[src/rtl/core_bus_arbiter.sv]
// core_bus_arbiter: two-master to one-slave Wishbone classic arbiter.
// Serialises m0 (fetch) and m1 (data) requests onto a single slave port. The grant is held
// until the slave acks, the master drops cyc, or a programmable timeout fires.
// Optional feature: define CORE_BUS_ARBITER_ROUND_ROBIN_EN for round-robin arbitration.
// Without it, m1 always wins over m0 on simultaneous requests.
module core_bus_arbiter #(
    parameter int unsigned ADDR_WIDTH     = 32,
    parameter int unsigned DATA_WIDTH     = 32,
    parameter int unsigned TIMEOUT_CYCLES = 1024
) (
    input  logic                  clk,
    input  logic                  rst_n,
    input  logic                  m0_cyc_i,
    input  logic                  m0_stb_i,
    input  logic                  m0_we_i,
    input  logic [ADDR_WIDTH-1:0] m0_addr_i,
    input  logic [DATA_WIDTH-1:0] m0_data_i,
    output logic [DATA_WIDTH-1:0] m0_data_o,
    output logic                  m0_ack_o,
    output logic                  m0_err_o,
    input  logic                  m1_cyc_i,
    input  logic                  m1_stb_i,
    input  logic                  m1_we_i,
    input  logic [ADDR_WIDTH-1:0] m1_addr_i,
    input  logic [DATA_WIDTH-1:0] m1_data_i,
    output logic [DATA_WIDTH-1:0] m1_data_o,
    output logic                  m1_ack_o,
    output logic                  m1_err_o,
    output logic                  s_cyc_o,
    output logic                  s_stb_o,
    output logic                  s_we_o,
    output logic [ADDR_WIDTH-1:0] s_addr_o,
    output logic [DATA_WIDTH-1:0] s_data_o,
    input  logic [DATA_WIDTH-1:0] s_data_i,
    input  logic                  s_ack_i,
    output logic [1:0]            grant_o
);

    // Counter only needs to reach TIMEOUT_CYCLES-1.
    localparam int unsigned CntWidth = (TIMEOUT_CYCLES > 1) ? $clog2(TIMEOUT_CYCLES) : 1;
    localparam logic [CntWidth-1:0] CntLast = CntWidth'(TIMEOUT_CYCLES - 1);
    localparam bit TmoEn = (TIMEOUT_CYCLES != 0);

    typedef enum logic [1:0] {StIdle, StGnt0, StGnt1} state_e;

    state_e              state_q;
    logic [1:0]          grant_q;
    logic [CntWidth-1:0] cnt_q;

    logic req0, req1;
    logic pick1;
    logic cyc_cur;
    logic tmo_hit;
    logic tmo_fire;

    assign req0 = m0_cyc_i & m0_stb_i;
    assign req1 = m1_cyc_i & m1_stb_i;

    assign cyc_cur  = grant_q[1] ? m1_cyc_i : m0_cyc_i;
    assign tmo_hit  = TmoEn && (state_q != StIdle) && (cnt_q == CntLast);
    // A same-cycle ack takes precedence over the timeout.
    assign tmo_fire = tmo_hit & ~s_ack_i;

`ifdef CORE_BUS_ARBITER_ROUND_ROBIN_EN
    logic last_m1_q;

    // On contention, serve whichever master was not served last.
    assign pick1 = req1 & (~req0 | ~last_m1_q);

    // Remember which master received the most recent grant.
    always_ff @(posedge clk or negedge rst_n) begin
        if (!rst_n) begin
            last_m1_q <= 1'b1;
        end else if ((state_q == StIdle) && (req0 || req1)) begin
            last_m1_q <= pick1;
        end
    end
`else
    // Fixed priority: the data port always wins.
    assign pick1 = req1;
`endif

    // Grant FSM with timeout counter; grant_q mirrors the state one-hot.
    always_ff @(posedge clk or negedge rst_n) begin
        if (!rst_n) begin
            state_q <= StIdle;
            grant_q <= 2'b00;
            cnt_q   <= '0;
        end else begin
            case (state_q)
                StIdle: begin
                    cnt_q <= '0;
                    if (pick1) begin
                        state_q <= StGnt1;
                        grant_q <= 2'b10;
                    end else if (req0) begin
                        state_q <= StGnt0;
                        grant_q <= 2'b01;
                    end
                end
                StGnt0, StGnt1: begin
                    if (s_ack_i || !cyc_cur || tmo_hit) begin
                        state_q <= StIdle;
                        grant_q <= 2'b00;
                        cnt_q   <= '0;
                    end else begin
                        cnt_q <= cnt_q + CntWidth'(1);
                    end
                end
                default: begin
                    state_q <= StIdle;
                    grant_q <= 2'b00;
                    cnt_q   <= '0;
                end
            endcase
        end
    end

    assign grant_o = grant_q;

    // Route the granted master to the slave and the slave response back.
    always_comb begin
        s_cyc_o   = 1'b0;
        s_stb_o   = 1'b0;
        s_we_o    = 1'b0;
        s_addr_o  = '0;
        s_data_o  = '0;
        m0_data_o = '0;
        m0_ack_o  = 1'b0;
        m0_err_o  = 1'b0;
        m1_data_o = '0;
        m1_ack_o  = 1'b0;
        m1_err_o  = 1'b0;
        if (grant_q[0]) begin
            s_cyc_o   = req0 & ~tmo_fire;
            s_stb_o   = req0 & ~tmo_fire;
            s_we_o    = m0_we_i;
            s_addr_o  = m0_addr_i;
            s_data_o  = m0_data_i;
            m0_data_o = s_data_i;
            m0_ack_o  = s_ack_i;
            m0_err_o  = tmo_fire;
        end else if (grant_q[1]) begin
            s_cyc_o   = req1 & ~tmo_fire;
            s_stb_o   = req1 & ~tmo_fire;
            s_we_o    = m1_we_i;
            s_addr_o  = m1_addr_i;
            s_data_o  = m1_data_i;
            m1_data_o = s_data_i;
            m1_ack_o  = s_ack_i;
            m1_err_o  = tmo_fire;
        end
    end

endmodule
[config.mk]
export PLATFORM = sky130hd
export DESIGN_NAME = core_bus_arbiter
export DESIGN_NICKNAME = d
export VERILOG_FILES = /design/src/rtl/core_bus_arbiter.sv
export SDC_FILE = /design/constraint.sdc
export NUM_CORES = 1
export LEC_CHECK = 0
export CORE_AREA = 5 5 117 119
export CTS_CLUSTER_DIAMETER = 150
export DETAILED_ROUTE_END_ITERATION = 8
export DIE_AREA = 0 0 122 124
export DONT_BUFFER_PORTS = 1
export SLEW_MARGIN = 40
export SYNTH_ARGS = -nofsm -noshare
export SYNTH_HDL_FRONTEND = slang
export SYNTH_SLANG_ARGS = --single-unit
[constraint.sdc]
create_clock -name clk -period 4.2 [get_ports clk]
set_clock_uncertainty 0.2 [all_clocks]
set_input_delay 1.05 -clock clk [delete_from_list [all_inputs] [get_ports clk]]
set_output_delay 1.05 -clock clk [all_outputs]
set_load 0.02 [all_outputs]
==> metrics, run 1 <==
pwr dens a little over 800 nW/um2; critical path required time 2.95 ns; WHS around 0.29 ns; die width 122 um; post-layout minimum cycle time about 3.6 ns; predominant post-synthesis flop cell dfrtp_1; status complete, no violations; Clk pin slew, worst setup/hold paths approximately 0.04 ns; Post-synth top cells 65 x a22o_1, 36 x and2_1, 34 x and3_1, 17 x clkbuf_1, 12 x dfrtp_1; WL final 11400 um; Mapped Avg Cell Area 7.817 um2; Worst Hold Class flip-flop to flip-flop; CTS Buf Count 3; count of cell types in the netlist 33; DR iter-0 viols 107; Max Cap Violations 0; first-pass GRT wire length 14050 um; largest net degree at the start of global routing 80; number of iterations in the first detailed-routing pass 5; number of global-route vias before repair 1883; I/O pin total 306; area of the multi-input gates 1359 um2; Area after DPL 1958 um2; Leakage 0.9150 nW; ant diodes 0; Die ar. 15130 um2; area share of the largest cell type after synthesis 0.3166; Worst Tran Pin Value 0.6924 ns; Seq/Total Area, Yosys 0.1670; standard-cell rows 41; grt total ovfl 0; GR Layer Usage met2 0.2096; gpl congestion 0.8375; CTS Hold Bufs 0; cell mode on critical path buf_4; FF+latch count, synth 12; Max-Slew Margin vs Limit 0.5384; synthesized cell area about 1800 um2; post-CTS setup buffer count 0; Setup TNS Final 0 ns; cells along the critical path inv_1 > buf_4 > ha_1 > nor4b_4 > and2b_2 > and2_1 > buf_4; Tcrit/Tclk final 0.8673; Post-Synthesis Cells 230; Max Slew Vio Count 0; Starting Density 0.1442; Max Buffers Root-to-Sink 2; fmax between 200 and 300 MHz; ys async rst share 1.000; Final nets 385; met1 Use GR 0.1579; CTS Sinks 12; peak supply drop 332.6 uV; largest area contributor in the netlist a22o_1; synth top area cells a22o_1 32%, dfrtp_1 17%, and2_1 13%; All-Layer GR Usage 0.1299; PortBufs 0; initial antenna violation count 0; design area around 2000 um2; post-detail-place hpwl 9800 um; wire length per cell 29.62 um; Final Hold Viols 0; met3 Track Usage GR 0.07084; filler instances ~1400; gr busiest metal met2; critical path arrival 2.39 ns; Power, Total 1.690 mW; area grow syn2layout 13.85%; crit-path max cell delay between 0.6 and 0.7 ns; CTS tree built; count leader, synth a22o_1; Vias/cell 5.070; syn nets 401; EDFF count, synth 0; register area 304.0 um2; RSZ-0062 raised after global routing false; RR Startpoint grant_o[0]$_DFFE_PN0P_; CTS root buf clkbuf_16; layout cells sized above 1 0.08451; Vias between 1500 and 2000; # DRC 0; beginning of the worst hold path cnt_q[0]$_DFF_PN0_; crit path max fanout 35; Die Height 124 um; Finish-stage setup viols 0; CP endpoint kind output pin; Crit Path Class flip-flop to output pin; CP Launch Type flip-flop; Core ar. 12470 um2; CP Launch Point grant_o[0]$_DFFE_PN0P_; CP max-delay cell dfrtp_4; PostCTS Resize Cnt 0; Ys Warns 0; htree depth 1; ANT nets after route 0; Clk Latency, worst-skew pair roughly 0.24 ns
[where the power goes]
part	internal, mW	total (mW)	switching [mW]
Clock	0.144	0.192	0.0485
Combinational	0.312	1.33	1.02
Sequential	0.129	0.170	0.0405
Total	0.585	1.69	1.11
[metal layers]
metal  vias up  part of all wire  wire [um]
met5         -                 0          0
li1        823                 -          -
met1       951              0.37       4246
met3         8              0.16       1810
met2       170              0.46       5248
met4         0            0.0084         96
[cell type report]
| class | count | share of cell area |
|---|---|---|
| Clock buffer | 4 | 0.04340 |
| Inverter | 6 | 0.01100 |
| Multi-Input combinational cell | 185 | 0.6638 |
| Sequential cell | 12 | 0.1485 |
| Tap cell | 172 | 0.1051 |
| Timing Repair Buffer | 6 | 0.02812 |
[worst max-delay path, delay by kind of cell (launching register included)]
family | cells | cell delay, ns
adder cells (fa/ha/maj) | 1 | 0.30
buffers and inverters | 3 | 0.46
AND/OR/NAND/NOR | 3 | 0.76
flip-flops | 1 | 0.62
[cell families (layout without fill, tap and decap cells)]
group | Yosys count | count (layout) | synth area share
simple gates | 101 | 101 | 0.3459
compound gates | 75 | 75 | 0.3577
buf+inv | 33 | 16 | 0.08002
flops | 12 | 12 | 0.1670
xor+xnor | 6 | 6 | 0.02923
fa+ha+maj | 2 | 2 | 0.01392
mux | 1 | 1 | 0.006263
[path summary, 6_finish.rpt]
check                      slack [ns]                endpoint  depth (start not counted)
max                              0.56                m0_err_o                          7
min                              0.29      cnt_q[0]$_DFF_PN0_                          1
max reg2reg                      1.72  grant_o[0]$_DFFE_PN0P_                          7
min reg2reg                      0.29      cnt_q[0]$_DFF_PN0_                          1
max in group asynchronous        3.41  grant_o[0]$_DFFE_PN0P_                          0
min in group asynchronous        0.31      cnt_q[0]$_DFF_PN0_                          0
[metrics by stage]
step / worst slack, ns / utilization / cells
CTS: 0.5126 / 0.1642 / 385
global route: 0.3965 / 0.1642 / 385
floorplan: 0.9233 / - / 230
finish: 0.5572 / 0.1642 / 385
global placement: 0.8309 / 0.1571 / 381
detailed placement: 0.7818 / 0.1571 / 381
[registers in the layout, indices dropped and copies added, names as in the netlist]
register	count
grant_o	2
cnt_q	10
[cells in the final DEF, fill, tap and decap left out, drive strengths merged, types with 2 or more instances in the layout]
cell,count
xor2,3
a22o,65
o21ai,2
nand3,6
buf,6
dfrtp,12
clkbuf,4
and3,34
nand2,5
inv,6
a21oi,2
ha,2
and2,36
nor2,11
xnor2,3
nand4,4
Power figures use the tool's default switching activity.
==> run 2: changes to the inputs <==
CORE_AREA = 5 5 115 117   (was 5 5 117 119)
DIE_AREA = 0 0 120 122   (was 0 0 122 124)
clock period = 3.9 ns   (was 4.2 ns; I/O delays follow)
==> run 2 against run 1 <==
- setup slack improved by 0.31 ns
- highest routed layer is now met5
- sequential power decreased by 12%
- clock power increased by 9%
==> metrics, run 2 (synthesis results as in run 1) <==
status complete, no violations; Area after DPL 1928 um2 (-1.5%); Finish-stage setup viols 0 (unchanged); htree depth 1 (unchanged); Starting Density 0.1466 (+0.002414); CP Launch Type flip-flop; CP endpoint kind output pin; Power, Total 1.791 mW (+6.0%); Clk Latency, worst-skew pair 0.24 ns (about the same); DR iter-0 viols 140 (+31%); critical path arrival 1.85 ns (-0.54 ns); Final Hold Viols 0 (unchanged); WHS 0.2253 ns (-0.05993 ns); CTS Hold Bufs 0 (unchanged); number of iterations in the first detailed-routing pass 4 (-1); Max Slew Vio Count 0 (unchanged); Leakage 0.9149 nW (about the same); grt total ovfl 0 (unchanged); layout cells sized above 1 0.08451 (unchanged); critical path required time 2.72 ns (-0.23 ns); RSZ-0062 raised after global routing false; number of global-route vias before repair 1914 (+1.6%); initial antenna violation count 3 (+3); fmax 330.2 MHz; Worst Tran Pin Value 0.5489 ns (-0.1435 ns); die width 120 um (-1.6%); Die ar. 14640 um2 (-3.2%); Worst Hold Class input port to async pin; ANT nets after route 0 (unchanged); CTS Buf Count 3 (unchanged); CTS root buf clkbuf_16; post-CTS setup buffer count 0 (unchanged); post-detail-place hpwl 8671 um (-12%); PortBufs 0 (unchanged); CTS tree built; Final nets 385 (unchanged); Tcrit/Tclk final 0.7765; I/O pin total 306 (unchanged); Die Height 122 um (-1.6%); Max Buffers Root-to-Sink 2 (unchanged); Crit Path Class flip-flop to output pin; Max Cap Violations 0 (unchanged); wire length per cell 27.73 um (-6.4%); WL final 10070 um (-12%); area grow syn2layout 12.18%; peak supply drop 144.2 uV (-57%); Vias/cell 5.322 (+5.0%); CP max-delay cell dfrtp_1; design area 2017 um2 (-1.5%); standard-cell rows 41 (unchanged); CTS Sinks 12 (unchanged); Setup TNS Final 0 ns (unchanged); most frequent cells in the layout 65 x a22o_1, 36 x and2_1, 34 x and3_1; Max-Slew Margin vs Limit 0.6340 (+0.09565); Top reg by flops cnt_q; Clk pin slew, worst setup/hold paths 0.04 ns (about the same); Core ar. 12260 um2 (-1.6%); cells along the critical path ha_1 > nand4_4 > nor4b_4 > and2b_2 > and2_1; Largest register FFs 10 (unchanged); crit-path max cell delay 0.37 ns (-0.25 ns); largest net degree at the start of global routing 61 (-24%); first-pass GRT wire length 13100 um (-6.7%); most common cell after layout, fill and taps aside a22o_1; # DRC 0 (unchanged); pwr dens 888.0 nW/um2 (+7.5%); gpl congestion 0.8230 (-1.7%); PostCTS Resize Cnt 0 (unchanged); post-layout minimum cycle time around 3.0 ns; Vias 1932 (-1.0%); All-Layer GR Usage 0.1205 (-0.009355); ant diodes 0 (unchanged); crit path max fanout 5 (-86%)
[run 2: cell type report]
type	count	area [um2]
clock buffers	4	88.84
inverters	6	22.52
fillers	1380	10240
repair buffers	6	57.56
well taps	150	187.7
multi-input cells	185	1359
flip-flops and latches	12	301.5
[run 2: path summary, 6_finish.rpt]
check | to | from | cells past startpoint | slack [ns]
hold reg to reg | cnt_q[0]$_DFF_PN0_ | cnt_q[0]$_DFF_PN0_ | 1 | 0.28
setup / recovery | m1_err_o | cnt_q[0]$_DFF_PN0_ | 5 | 0.87
min in group clk | cnt_q[0]$_DFF_PN0_ | cnt_q[0]$_DFF_PN0_ | 1 | 0.28
max in group asynchronous | grant_o[0]$_DFFE_PN0P_ | rst_n | 0 | 3.19
setup reg to reg | grant_o[0]$_DFFE_PN0P_ | grant_o[1]$_DFFE_PN0P_ | 5 | 1.91
hold / removal | cnt_q[7]$_DFF_PN0_ | rst_n | 0 | 0.23
[run 2: per-layer routing]
| metal | GRT usage | share of wire |
|---|---|---|
| met5 | 0 | 0.0028 |
| met4 | 0.02076 | 0.014 |
| met3 | 0.07149 | 0.15 |
| met2 | 0.1781 | 0.45 |
| met1 | 0.1530 | 0.38 |
[run 2: per-stage QoR]
| step | std cells | utilization | setup slack (ns) |
|---|---|---|---|
| after floorplan | 230 | - | 0.6983 |
| after global placement | 359 | 0.1573 | 1.175 |
| after detailed placement | 359 | 0.1573 | 1.118 |
| after CTS | 363 | 0.1645 | 0.8516 |
| after global routing | 363 | 0.1645 | 0.7287 |
| final | 363 | 0.1645 | 0.8717 |
[run 2: critical path: cells and delay by family (launching register included)]
family,cells,cell delay [ns]
adders and majority gates,1,0.27
and+or+nand+nor,4,0.97
DFF,1,0.37
[run 2: power by group]
part / leakage, nW / internal, mW / switching [mW]
clock: 0.0442 / 0.155 / 0.0549
sequential: 0.164 / 0.137 / 0.0113
combinational: 0.707 / 0.341 / 1.09
